`config.mk`:
```
export PLATFORM = sky130hd
export DESIGN_NAME = rotor_inverse_flat
export DESIGN_NICKNAME = d
export VERILOG_FILES = /design/src/rtl/enigma_pkg.sv /design/src/rtl/rotor_inverse_if.sv /design/src/rtl/rotor_inv_table.sv /design/src/rtl/rotor_inverse.sv /design/src/flat_wrapper.sv
export SDC_FILE = /design/constraint.sdc
export NUM_CORES = 1
export LEC_CHECK = 0
export BUFFER_PORTS_ARGS = -buffer_cell sky130_fd_sc_hd__buf_4
export CELL_PAD_IN_SITES_DETAIL_PLACEMENT = 1
export CELL_PAD_IN_SITES_GLOBAL_PLACEMENT = 2
export CORE_AREA = 2 2 138 140
export CTS_CLUSTER_DIAMETER = 30
export CTS_CLUSTER_SIZE = 28
export DETAILED_ROUTE_END_ITERATION = 7
export DIE_AREA = 0 0 140 142
export HOLD_SLACK_MARGIN = 0.1
export MAX_ROUTING_LAYER = met4
export PLACE_DENSITY_LB_ADDON = 0.1
export SYNTH_ARGS = -nofsm -noshare
export SYNTH_HDL_FRONTEND = slang
export SYNTH_SLANG_ARGS = --single-unit
```
`constraint.sdc`:
```
create_clock -name clk -period 3.9 [get_ports clk]
set_clock_uncertainty 0.2 [all_clocks]
set_input_delay 0.39 -clock clk [delete_from_list [all_inputs] [get_ports clk]]
set_output_delay 0.39 -clock clk [all_outputs]
set_load 0.03 [all_outputs]
```
`src/rtl/enigma_pkg.sv`:
```
// Shared Enigma datapath definitions: alphabet size, rotor wirings and mod-26 helpers.
package enigma_pkg;
  localparam int N = 26;

  typedef logic [4:0]          idx_t;
  typedef logic [N-1:0][4:0]   wiring_t;

  // Wiring strings are written left to right as contact A..Z.
  function automatic wiring_t str2wiring(input logic [8*N-1:0] s);
    wiring_t w;
    for (int k = 0; k < N; k++) w[k] = 5'(s[8*(N-1-k) +: 8] - 8'd65);
    return w;
  endfunction

  localparam wiring_t ROTOR_I   = str2wiring("EKMFLGDQVZNTOWYHXUSPAIBRCJ");
  localparam wiring_t ROTOR_II  = str2wiring("AJDKSIRUXBLHWTMCQGZNPYFVOE");
  localparam wiring_t ROTOR_III = str2wiring("BDFHJLCPRTXVZNYEIWGAKMUSQO");
  localparam wiring_t ROTOR_IV  = str2wiring("ESOVPZJAYQUIRHXLNFTGKDCMWB");
  localparam wiring_t ROTOR_V   = str2wiring("VZBRGITYUPSDNHLXAWMJQOFECK");

  function automatic wiring_t rotor_wiring(input int sel);
    case (sel)
      1:       return ROTOR_I;
      3:       return ROTOR_III;
      4:       return ROTOR_IV;
      5:       return ROTOR_V;
      default: return ROTOR_II;
    endcase
  endfunction

  function automatic idx_t mod26_add(input idx_t a, input idx_t b);
    logic [5:0] s;
    s = {1'b0, a} + {1'b0, b};
    return (s >= 6'd26) ? 5'(s - 6'd26) : s[4:0];
  endfunction

  function automatic idx_t mod26_sub(input idx_t a, input idx_t b);
    logic [5:0] s;
    s = {1'b0, a} + 6'd26 - {1'b0, b};
    return (s >= 6'd26) ? 5'(s - 6'd26) : s[4:0];
  endfunction
endpackage

```
`src/rtl/rotor_inverse_if.sv`:
```
// Valid/ready request and response channels of one return-path rotor stage.
interface rotor_inverse_if;
  import enigma_pkg::*;
  logic in_valid;
  logic in_ready;
  idx_t data_in;
  idx_t position;
  logic out_valid;
  logic out_ready;
  idx_t data_out;
  logic err_out;

  modport slave  (input  in_valid, data_in, position, out_ready,
                  output in_ready, out_valid, data_out, err_out);
  modport master (output in_valid, data_in, position, out_ready,
                  input  in_ready, out_valid, data_out, err_out);
endinterface

```
`src/rtl/rotor_inv_table.sv`:
```
// Inverse wiring table, filled one entry per cycle from the forward wiring after reset.
module rotor_inv_table
  import enigma_pkg::*;
#(
  parameter int ROTOR_SEL = 2
) (
  input  logic clk,
  input  logic rst_n,
  input  idx_t i_addr,
  output idx_t o_data,
  output logic o_done
);
  localparam wiring_t FWD = rotor_wiring(ROTOR_SEL);

  typedef enum logic {S_INIT, S_RUN} state_t;

  state_t          r_state;
  idx_t            r_k;
  idx_t [N-1:0]    r_tab;
  logic            r_done;

  always_ff @(posedge clk or negedge rst_n) begin
    if (!rst_n) begin
      r_state <= S_INIT;
      r_k     <= '0;
      r_tab   <= '0;
      r_done  <= 1'b0;
    end else begin
      case (r_state)
        S_INIT: begin
          r_tab[FWD[r_k]] <= r_k;
          if (r_k == 5'(N-1)) begin
            r_state <= S_RUN;
            r_done  <= 1'b1;
          end else begin
            r_k <= r_k + 5'd1;
          end
        end
        default: r_done <= 1'b1;
      endcase
    end
  end

  // Out-of-range addresses only occur for illegal requests whose result is discarded.
  assign o_data = (i_addr < 5'(N)) ? r_tab[i_addr] : '0;
  assign o_done = r_done;
endmodule

```
`src/rtl/rotor_inverse.sv`:
```
// Return-path rotor stage: (inv[(d+pos) mod 26] - pos) mod 26, one letter per handshake.
module rotor_inverse #(
  parameter int ROTOR_SEL = 2,
  parameter int N         = 26
) (
  input  logic               clk,
  input  logic               rst_n,
  rotor_inverse_if.slave     bus,
  output logic               o_init_done
);
  import enigma_pkg::*;

  idx_t w_c;
  idx_t w_w;
  idx_t w_res;
  logic w_ill;
  logic w_done;
  logic w_acc;

  logic r_out_valid;
  idx_t r_data;
  logic r_err;

  rotor_inv_table #(.ROTOR_SEL(ROTOR_SEL)) u_tab (
    .clk    (clk),
    .rst_n  (rst_n),
    .i_addr (w_c),
    .o_data (w_w),
    .o_done (w_done)
  );

  assign w_ill = (bus.data_in >= 5'(N)) || (bus.position >= 5'(N));
  assign w_c   = mod26_add(bus.data_in, bus.position);
  assign w_res = mod26_sub(w_w, bus.position);

  assign bus.in_ready = w_done && (!r_out_valid || bus.out_ready);
  assign w_acc        = bus.in_valid && bus.in_ready;

  // A new accept overrides the drain so back-to-back letters keep out_valid high.
  always_ff @(posedge clk or negedge rst_n) begin
    if (!rst_n) begin
      r_out_valid <= 1'b0;
      r_data      <= '0;
      r_err       <= 1'b0;
    end else if (w_acc) begin
      r_out_valid <= 1'b1;
      r_data      <= w_ill ? 5'h1F : w_res;
      r_err       <= w_ill;
    end else if (bus.out_ready) begin
      r_out_valid <= 1'b0;
    end
  end

  assign bus.out_valid = r_out_valid;
  assign bus.data_out  = r_data;
  assign bus.err_out   = r_err;
  assign o_init_done   = w_done;
endmodule

```
`src/flat_wrapper.sv`:
```
// flat-port wrapper written by rule: the top's interface ports become plain ports
module rotor_inverse_flat import enigma_pkg::*;
#(
  parameter int ROTOR_SEL = 2,
  parameter int N         = 26
)
  (clk, rst_n, o_init_done, bus_in_valid, bus_data_in, bus_position, bus_out_ready, bus_in_ready, bus_out_valid, bus_data_out, bus_err_out);
  rotor_inverse_if bus_i ();
  input  logic clk;
  input  logic rst_n;
  output logic o_init_done;
  input wire logic [$bits(bus_i.in_valid)-1:0] bus_in_valid;
  input wire logic [$bits(bus_i.data_in)-1:0] bus_data_in;
  input wire logic [$bits(bus_i.position)-1:0] bus_position;
  input wire logic [$bits(bus_i.out_ready)-1:0] bus_out_ready;
  output wire logic [$bits(bus_i.in_ready)-1:0] bus_in_ready;
  output wire logic [$bits(bus_i.out_valid)-1:0] bus_out_valid;
  output wire logic [$bits(bus_i.data_out)-1:0] bus_data_out;
  output wire logic [$bits(bus_i.err_out)-1:0] bus_err_out;
  assign bus_i.in_valid = bus_in_valid;
  assign bus_i.data_in = bus_data_in;
  assign bus_i.position = bus_position;
  assign bus_i.out_ready = bus_out_ready;
  assign bus_in_ready = bus_i.in_ready;
  assign bus_out_valid = bus_i.out_valid;
  assign bus_data_out = bus_i.data_out;
  assign bus_err_out = bus_i.err_out;
  rotor_inverse #(.ROTOR_SEL(ROTOR_SEL), .N(N)) u_core (.clk(clk), .rst_n(rst_n), .bus(bus_i), .o_init_done(o_init_done));
endmodule
```
Yosys cells after proc, flatten, opt, wreduce, memory -nomap -nowiden
Memories as Yosys holds them, arrays and structs flattened.
Cells that the tools add are included.
{"block": "totals", "romBits": 160, "regBits": 144, "word_cells": 76, "inputBits": 14, "n_memories": 1}
{"memory": "(no name shown)", "depth": 32, "width": 5, "read_ports": 1, "rd_clocked_by_memory_dff": 0, "write_ports": 0, "line": "rotor_inv_table.sv:31", "source": "r_tab[FWD[r_k]] <= r_k;"}
{"block": "classes", "n_reduce_logical": 9, "bitwise": 2, "mux": 16, "eq_ne": 1, "n_addsub": 6, "n_lt_le_gt_ge": 9}
{"cell": "bitwise mux 130 bit", "n": 1}
{"cell": "two-way mux 5 bit", "n": 7}
{"cell": "binary-select mux 5 bit (select 5 bit)", "n": 1}
{"cell": "demux 5 bit (select 5 bit)", "n": 1}
{"cell": "less-than comparator 5 x 6 -> 1 bit (second input constant)", "n": 3}
{"cell": "greater-or-equal comparator 6 x 5 -> 1 bit (second input constant)", "n": 2}
{"cell": "greater-or-equal comparator 5 bit (second input constant)", "n": 2}
{"cell": "subtractor 5 bit (second input constant)", "n": 2}
{"cell": "adder 5 x 5 -> 6 bit", "n": 1}
{"cell": "adder 5 x 5 -> 6 bit (second input constant)", "n": 1}
{"cell": "two-way mux 1 bit", "n": 6}
{"cell": "subtractor 6 x 5 -> 6 bit", "n": 1}
{"cell": "adder 5 x 1 -> 5 bit (second input constant)", "n": 1}
{"cell": "equality test 5 bit (second input constant)", "n": 1}
{"cell": "greater-or-equal comparator 5 x 1 -> 1 bit (second input constant)", "n": 1}
{"cell": "less-than comparator 5 bit (second input constant)", "n": 1}
{"cell": "nonzero test 2 bit", "n": 2}
{"cell": "logical AND 1 bit", "n": 3}
{"cell": "logical OR 1 bit", "n": 2}
{"cell": "NOT 1 bit", "n": 2}
{"cell": "AND reduction 2 bit", "n": 1}
{"cell": "logical NOT 1 bit", "n": 1}

Depth between registers and ports, before layout
Gate-level depths: netlist (run 1).
{"block": "logic_depth", "ltp_word": 11, "ltp_mapped": 24, "depth_no_buf": 23}

Modules after synthesis
From an unflattened synthesis (run 1), not the netlist that was laid out.
{"block": "unflattened", "cells_unflattened": 615, "hier_area_um2": 7805.0}
{"module": "rotor_inv_table", "n_inst": 1, "area_each_um2": 6885.4, "cells_each": 507}
{"module": "rotor_inverse", "n_inst": 1, "area_each_um2": 919.6, "cells_each": 108}

Least setup slack after synthesis (run 1)
OpenSTA, ideal clock, no wires.
{"block": "synth_path", "path_type": "input to register", "start": "in bus_position[0]", "end": "reg u_core.r_data[3], in the netlist u_core.bus.data_out[3]", "required_time_ns": 3.575, "t_arrival_ns": 4.887, "cell_stages": 22, "slack_ns": -1.312, "cell_sequence": "ha_1 > fa_1 > a211oi_2 > nor2_1 > or4b_4 > nand3_2 > nand2_2 > buf_2 > mux2i_1 > a211o_1 > o22ai_1 > a211oi_2 > ha_1 > inv_1 > ha_1 > fa_1 > xor2_1 > a21boi_0 > a21oi_1 > nor2_1 > xnor2_1 > a21oi_1"}
{"block": "synth_between", "elab_chain_len": 11}
{"item": "start, declared", "line": "flat_wrapper.sv:14", "source": "input wire logic [$bits(bus_i.position)-1:0] bus_position;"}
{"item": "adder 5 x 5 -> 6 bit", "line": "enigma_pkg.sv:33", "source": "s = {1'b0, a} + {1'b0, b};"}
{"item": "subtractor 5 bit or greater-or-equal comparator 6 x 5 -> 1 bit (tied branches)", "line": "enigma_pkg.sv:34", "source": "return (s >= 6'd26) ? 5'(s - 6'd26) : s[4:0];"}
{"item": "two-way mux 5 bit", "line": "enigma_pkg.sv:34"}
{"item": "binary-select mux 5 bit (select 5 bit)", "line": "rotor_inv_table.sv:45", "source": "assign o_data = (i_addr < 5'(N)) ? r_tab[i_addr] : '0;"}
{"item": "two-way mux 5 bit (implied by the code)", "line": "rotor_inv_table.sv:45"}
{"item": "two-way mux 5 bit", "line": "rotor_inv_table.sv:45"}
{"item": "adder 5 x 5 -> 6 bit", "line": "enigma_pkg.sv:39", "source": "s = {1'b0, a} + 6'd26 - {1'b0, b};"}
{"item": "subtractor 6 x 5 -> 6 bit", "line": "enigma_pkg.sv:39"}
{"item": "subtractor 5 bit or greater-or-equal comparator 6 x 5 -> 1 bit (tied branches)", "line": "enigma_pkg.sv:40", "source": "return (s >= 6'd26) ? 5'(s - 6'd26) : s[4:0];"}
{"item": "two-way mux 5 bit", "line": "enigma_pkg.sv:40"}
{"item": "two-way mux 5 bit (*)", "line": "rotor_inverse.sv:47", "source": "r_data <= w_ill ? 5'h1F : w_res;"}
{"item": "end signal, assigned", "line": "rotor_inverse.sv:47"}
{"item": "end, declared", "line": "rotor_inverse.sv:21", "source": "idx_t r_data;"}
Mark *: on every way between the ends. The rest lies on a longest branch, timed or not. The select of a mux whose other input is x is not followed.
A chain may end at the register's enable or synchronous reset.

Final worst setup path (run 1)
{"block": "layout_path", "start": "in bus_data_in[0]", "end": "reg u_core.r_data[3], in the netlist u_core.bus.data_out[3]"}
{"block": "layout_between", "elab_chain_len": 11}
{"item": "start, declared", "line": "flat_wrapper.sv:13", "source": "input wire logic [$bits(bus_i.data_in)-1:0] bus_data_in;"}
{"item": "adder 5 x 5 -> 6 bit", "line": "enigma_pkg.sv:33"}
{"item": "subtractor 5 bit or greater-or-equal comparator 6 x 5 -> 1 bit (tied branches)", "line": "enigma_pkg.sv:34"}
{"item": "two-way mux 5 bit", "line": "enigma_pkg.sv:34"}
{"item": "binary-select mux 5 bit (select 5 bit)", "line": "rotor_inv_table.sv:45"}
{"item": "two-way mux 5 bit (implied by the code)", "line": "rotor_inv_table.sv:45"}
{"item": "two-way mux 5 bit", "line": "rotor_inv_table.sv:45"}
{"item": "adder 5 x 5 -> 6 bit", "line": "enigma_pkg.sv:39"}
{"item": "subtractor 6 x 5 -> 6 bit", "line": "enigma_pkg.sv:39"}
{"item": "subtractor 5 bit or greater-or-equal comparator 6 x 5 -> 1 bit (tied branches)", "line": "enigma_pkg.sv:40"}
{"item": "two-way mux 5 bit", "line": "enigma_pkg.sv:40"}
{"item": "two-way mux 5 bit (*)", "line": "rotor_inverse.sv:47"}
Marked as above.

==> impl_results.md, run 1 <==
* GRT Util Overall at 25.6%
* Synth Net Count at 742
* Tot Pwr at 0.00566 W
* Synth area leaders: dfrtp_1 46%, mux2_2 15%, ha_1 3.5%
* Vias in the first global route at 6,661
* Sw frac at 33.7%
* Minimum period implied by the final worst setup slack at 4.99 ns
* Die H at 142 um
* Placed cells at 999
* IO Port Bufs at 22
* Cell Int Power at 0.00375 W
* Reg power frac at 27.2%
* RSZ-0062 raised after global routing: yes
* H-tree level count at 4
* Post-synth cell types at 59
* Die W at 140 um
* Failing checks: DRC, setup timing
* LEAKAGE at 4.28 nW
* Clock Power Share at 30.4%
* Clock Latency Late Sink at 0.42 ns
* Final Cycle Share at 128%
* Max Cap Viol at 0
* WP data required at 3.99 ns
* Psw at 0.00191 W
* Seq/Total Area, Yosys at 46.5%
* RD Place Congestion at 0.884
* Rel. slew slack at 32.6%
* Layout Cells excl Fill at 1,050
* Clock sink count at 144
* Syn-to-layout area delta at 27.8%
* Status: finished with violations
* Post-DP HPWL at 16,400 um
* Count leader, synth: dfrtp_1
* Antenna Nets Post-Route at 0
* Share of cells above drive strength 1 at 41.8%
* Ys Warns at 0
* Num CTS Buffers at 17
* Syn Inst Count at 704
* Vias/cell at 5.63
* Final-report hold violation count at 0
* WP data arrival at 5.09 ns
* Io pins at 23
* Num rows at 50
* Final WS setup at -1.09 ns
* Number of enable flip-flop cells after synthesis at 0
* Initial DRC count at 291
* Clock slew at reported path FFs at 0.06 ns
* Slew @ Worst Pin at 1.01 ns
* Hold Crit Class: in -> reg
* Async SR Flop Fraction at 100%
* CORE AREA at 0.0185 sq mm
* TritonCTS clock tree: done
* Most used cell, CP: buf_6
* Initial antenna violation count at 0
* Root buffer cell: clkbuf_16
* Hold Slack at 0.252 ns
* DRC viols at 5
* Maximum VDD drop at 0.347 mV
* Crit-path slowest cell: or4b_4
* Top cell type's share of synthesized area at 46.5%
* CP Class: in -> reg
* Die Area at 0.0199 sq mm
* Grt total ovfl at 0
* Setup violators final at 4
* Buffer levels on the longest clock path at 2
* Commonest register cell after synthesis: dfrtp_1
* Critical path launch point type: primary input
* DP Area at 0.00873 sq mm
* Crit-path max FO at 8
* Post-synth top cells: 144 x dfrtp_1, 100 x mux2_2, 60 x nand2_1
* Synthesized area per cell at 11.0 sq um
* Slowest stage delay, CP at 0.58 ns
* Pre-antenna DRT Iters at 7
* Final count of pins violating max slew at 0
* Max Fclk at 200 MHz
* Nets@finish at 841
* Worst setup EP type: flip-flop
* Largest net degree at the start of global routing at 101
* Cell Pwr Density at 571 mW/mm^2
* Setup WS pre-CTS at -1.73 ns
* First-pass GRT wire length at 37,500 um
* Reg area at 0.00360 sq mm
* N_diodes at 0
* Finished Cell Area at 0.00991 sq mm
* Area of the multi-input gates at 0.00430 sq mm
* Register bit total from synthesis at 144
* Final wirelength at 23,200 um
* Post-Syn Area at 0.00776 sq mm
* Largest area contributor in the netlist: dfrtp_1
* Initial Utilization at 42.0%
* DR WL/cell at 22.1 um
* Vias at 5,916
* # fillers at 1,922
* Comb pwr share at 42.4%
cell type report:
cell class	instances	area share, %
multi-input cells	498	43.4
well taps	234	2.95
inverters	22	0.833
repair buffers	120	10.2
clock inverters	13	1.75
flip-flops and latches	144	36.4
clock buffers	19	4.57
path summary, 6_finish.rpt:
path / to / cells after the start / slack, ns / from
min in group asynchronous: u_core.u_tab.r_state / 2 / 0.38 / rst_n
worst max-delay path: u_core.bus.data_out[3] / 27 / -1.09 / bus_data_in[0]
worst max register to register: u_core.bus.data_out[3] / 14 / 0.45 / u_core.u_tab.r_tab[47]
worst min-delay path: u_core.bus.data_out[0] / 4 / 0.25 / bus_position[0]
worst min register to register: u_core.u_tab.r_tab[101] / 2 / 0.28 / u_core.u_tab.r_tab[101]
max in group asynchronous: u_core.u_tab.r_tab[73] / 3 / 2.09 / rst_n
sequential cells by signal, summed over array words and instances, names as in the netlist:
register and flops:
u_core.u_tab.r_k 5, u_core.bus.data_out 5, u_core.u_tab.r_state 1, u_core.bus.err_out 1
u_core.u_tab.o_done 1, u_core.u_tab.r_tab 130, u_core.bus.out_valid 1
stage by stage:
stage          util (%)  setup TNS [ns]
6_report           53.7           -4.27
5_1_grt            53.7           -4.84
2_1_floorplan         -           -3.99
3_3_place_gp       47.3           -6.35
3_5_place_dp       47.3           -6.91
4_1_cts            53.1           -4.03
worst max-delay path, delay by kind of cell:
kind	cells	cell delay, ns
simple gates	4	0.93
compound gates	10	1.71
xor+xnor	2	0.29
buf+inv	6	0.65
fa+ha+maj	5	1.10
power groups by stage:
stage	Clock, W	Sequential [W]	Combinational [W]
3_5_place_dp	0	0.00157	0.00197
5_1_grt	0.00182	0.00154	0.00260
3_3_place_gp	0	0.00156	0.00191
2_1_floorplan	0	0.00162	0.00119
4_1_cts	0.00175	0.00154	0.00227
6_report	0.00172	0.00154	0.00240
layer usage:
metal  share of wire [%]  GRT usage [%]
met1                  46           32.1
met2                  51           44.0
met3                 2.0           3.53
met4                 1.0           6.43
met5                   0              -
kinds of logic after synthesis:
group | share of synthesized area [%]
xor+xnor | 1.02
flops | 46.5
compound gates | 13.8
simple gates | 12.0
mux | 19.4
buf+inv | 3.31
fa+ha+maj | 4.06
cells in the final DEF, fill, tap and decap left out, drive strengths merged, types with 8 or more instances in the layout:
master	n
dfrtp	144
and3	20
a31o	10
inv	25
nand2	61
mux2	112
clkbuf	19
or2	10
a211oi	29
a21oi	18
buf	117
nand2b	8
nand3	9
mux2i	21
ha	22
o21ai	23
nor2b	16
nor2	45
what timing repair did:
| action | in CTS | in global routing |
|---|---|---|
| hold buffers | 2 | 0 |
| hold endpoints to repair | 99 | 0 |
| pin swaps | 30 | 4 |
| gates resized for setup | 49 | 22 |
| gates cloned | 1 | 0 |
| endpoints found under the setup margin | 4 | 4 |
| buffers inserted | 13 | 3 |
No activity file was read; power rests on OpenSTA's default activity.
==> run 2, diff against run 1 <==
- CAP_MARGIN: default -> 0
- CELL_PAD_IN_SITES_DETAIL_PLACEMENT: 1 -> 2
- PLACE_DENSITY: default -> 0.82
- PLACE_DENSITY_LB_ADDON: 0.1 -> default
==> run 2 against run 1 <==
Compared with the run above: the run still ends with DRC, setup timing left; cell area is 2.1% higher; via count up 24%; non-clock buffer count up 1; critical path depth is 3 lower; sequential power about the same; combinational power increased by 34%; wire length increased by 84%; global-route usage grew 15 points; maximum frequency fell by 20%; clock power increased by 3%; first-iteration DRC count increased to 2.9 times the previous value; worst setup slack lost 1.2 ns; critical endpoint is now u_core.bus.data_out[2]; largest cell class unchanged; largest power group unchanged; highest routed layer unchanged.
==> impl_results.md, run 2 (synthesis gave the netlist of run 1 again) <==
* RSZ-0062 raised after global routing: yes
* First-pass GRT wire length at 56,400 um (+50%)
* Post-DP HPWL at 19,100 um (+17%)
* Final Cycle Share at 160% (+31 points)
* Nets@finish at 843 (+0.24%)
* Slew @ Worst Pin at 1.43 ns (+0.422 ns)
* Largest net degree at the start of global routing at 90 (-11%)
* LEAKAGE at 4.30 nW (+0.47%)
* WP data required at 4.03 ns (+0.04 ns)
* Grt total ovfl at 0 (unchanged)
* Minimum period implied by the final worst setup slack at 6.22 ns (+1.23 ns)
* Rel. slew slack at 3.62% (-29 points)
* Worst setup EP type: flip-flop
* IO Port Bufs at 22 (unchanged)
* Vias/cell at 6.97 (+24%)
* Most frequent cells in the layout: 144 x dfrtp_1, 100 x mux2_2, 97 x buf_4, 57 x nand2_1, 40 x nor2_1
* GRT Util Overall at 40.5% (+15 points)
* Crit path to: u_core.bus.data_out[2]
* Reg-to-reg startpoint: u_core.u_tab.r_tab[117]
* Share of cells above drive strength 1 at 44.3% (+2.5 points)
* Most common cell after layout, fill and taps aside: dfrtp_1
* H-tree level count at 4 (unchanged)
* Clock sink count at 144 (unchanged)
* Final wirelength at 42,800 um (+84%)
* Clock slew at reported path FFs at 0.07 ns (about the same)
* Num rows at 50 (unchanged)
* Initial antenna violation count at 4 (+4)
* CORE AREA at 0.0185 sq mm (unchanged)
* Clock Latency Late Sink at 0.46 ns (+0.04 ns)
* CP startpoint: bus_position[0]
* Antenna Nets Post-Route at 0 (unchanged)
* Register-to-Register Path Depth at 14 (unchanged)
* Tot Pwr at 0.00654 W (+16%)
* TritonCTS clock tree: done
* Final WS setup at -2.32 ns (-1.23 ns)
* Initial Utilization at 42.0% (unchanged)
* Max Fclk at 161 MHz (-20%)
* Failing checks: DRC, setup timing
* Setup violators final at 20 (+16)
* Syn-to-layout area delta at 30.5%
* Vias in the first global route at 7,852 (+18%)
* DR WL/cell at 40.6 um (+83%)
* Die W at 140 um (unchanged)
* CP Class: in -> reg
* Crit Reg-Reg Endpoint: u_core.bus.data_out[2]
* Hold Slack at 0.233 ns (-0.0192 ns)
* Buffer levels on the longest clock path at 2 (unchanged)
* Initial DRC count at 832 (+190%)
* Vias at 7,365 (+24%)
* Num CTS Buffers at 17 (unchanged)
* Pre-antenna DRT Iters at 7 (unchanged)
* Max Cap Viol at 0 (unchanged)
* Status: finished with violations
* Hold Crit Class: in -> reg
* Crit-path max FO at 21 (+13)
* Root buffer cell: clkbuf_16
* R2r setup slk at -0.58 ns (-1.03 ns)
* RD Place Congestion at 0.939 (+6.2%)
* Cell Pwr Density at 646 mW/mm^2 (+13%)
* Io pins at 23 (unchanged)
* Final count of pins violating max slew at 0 (unchanged)
* WP data arrival at 6.35 ns (+1.26 ns)
* Final-report hold violation count at 0 (unchanged)
* Largest Register: u_core.u_tab.r_tab
* Maximum VDD drop at 0.425 mV (+23%)
* Critical path launch point type: primary input
* Die Area at 0.0199 sq mm (unchanged)
* Die H at 142 um (unchanged)
* DRC viols at 5 (unchanged)
* Max reg flops at 130 (unchanged)
run 2: final cells by class:
class                      instances  area, sq um
multi-input combinational        499         4480
inverter                          22         82.6
clock buffer                      20          447
timing repair buffer             121         1080
clock inverter                    12          135
fill                            1726         8330
antenna                            4         10.0
sequential                       144         3600
tap                              234          293
run 2: power by group:
group | total (W) | internal (W) | switching, W | leakage [nW]
combinational | 0.00322 | 0.00136 | 0.00186 | 2.36
clock | 0.00177 | 0.000963 | 0.000807 | 0.273
sequential | 0.00155 | 0.00152 | 0.0000255 | 1.67
total | 0.00654 | 0.00384 | 0.00269 | 4.30
run 2: repair_timing:
item,in CTS,in global routing
gates cloned,3,0
pin swaps,39,25
buffers inserted,16,9
endpoints found under the hold margin,89,0
endpoints found under the setup margin,5,9
resized for setup,79,32
hold buffers,2,0
run 2: per-layer routing:
layer	track usage (%)	wire (um)	vias to the layer above
met1	46.9	15700	3785
met3	7.74	3300	259
met5	-	0	-
li1	-	-	2750
met2	67.2	20100	571
met4	22.0	3730	0
run 2: worst min path at each step:
stage / from / to / cells after the start
after floorplan: rst_n / u_core.bus.data_out[0] / 0
after global placement: u_core.u_tab.r_tab[102] / u_core.u_tab.r_tab[102] / 1
after detailed placement: u_core.u_tab.r_tab[104] / u_core.u_tab.r_tab[104] / 1
after CTS: bus_position[0] / u_core.bus.data_out[0] / 4
after global routing: bus_position[0] / u_core.bus.data_out[0] / 4
final: bus_position[0] / u_core.bus.data_out[0] / 4
run 2: worst max-delay path: stages:
cell,delay (ns)
buf_6,0.10
ha_4,0.16
fa_2,0.45
a211oi_4,0.38
o22ai_2,0.17
nor4b_2,0.36
buf_4,0.20
o31ai_2,0.07
buf_4,0.19
buf_12,0.16
a21boi_0,1.09
a211oi_2,0.05
a211o_1,0.34
o22ai_2,0.23
a211o_1,0.24
ha_4,0.24
fa_2,0.35
a21o_1,0.18
a21oi_2,0.19
xnor2_1,0.15
a21oi_2,0.20
nor2_1,0.10
a31oi_1,0.23
a21oi_1,0.11
run 2: through the flow:
stage                     utilization [%]  instance area [sq um]  setup TNS [ns]  std cells  setup WS [ns]
after floorplan                         -                   7850           -3.99        704          -1.05
after global placement               47.1                   8690           -6.15        990          -1.53
after detailed placement             47.1                   8690           -8.08        990          -1.95
after CTS                            53.6                   9880           -5.10       1043          -1.29
after global routing                 54.9                  10100          -14.48       1056          -2.32
final                                54.9                  10100          -10.23       1056          -2.32
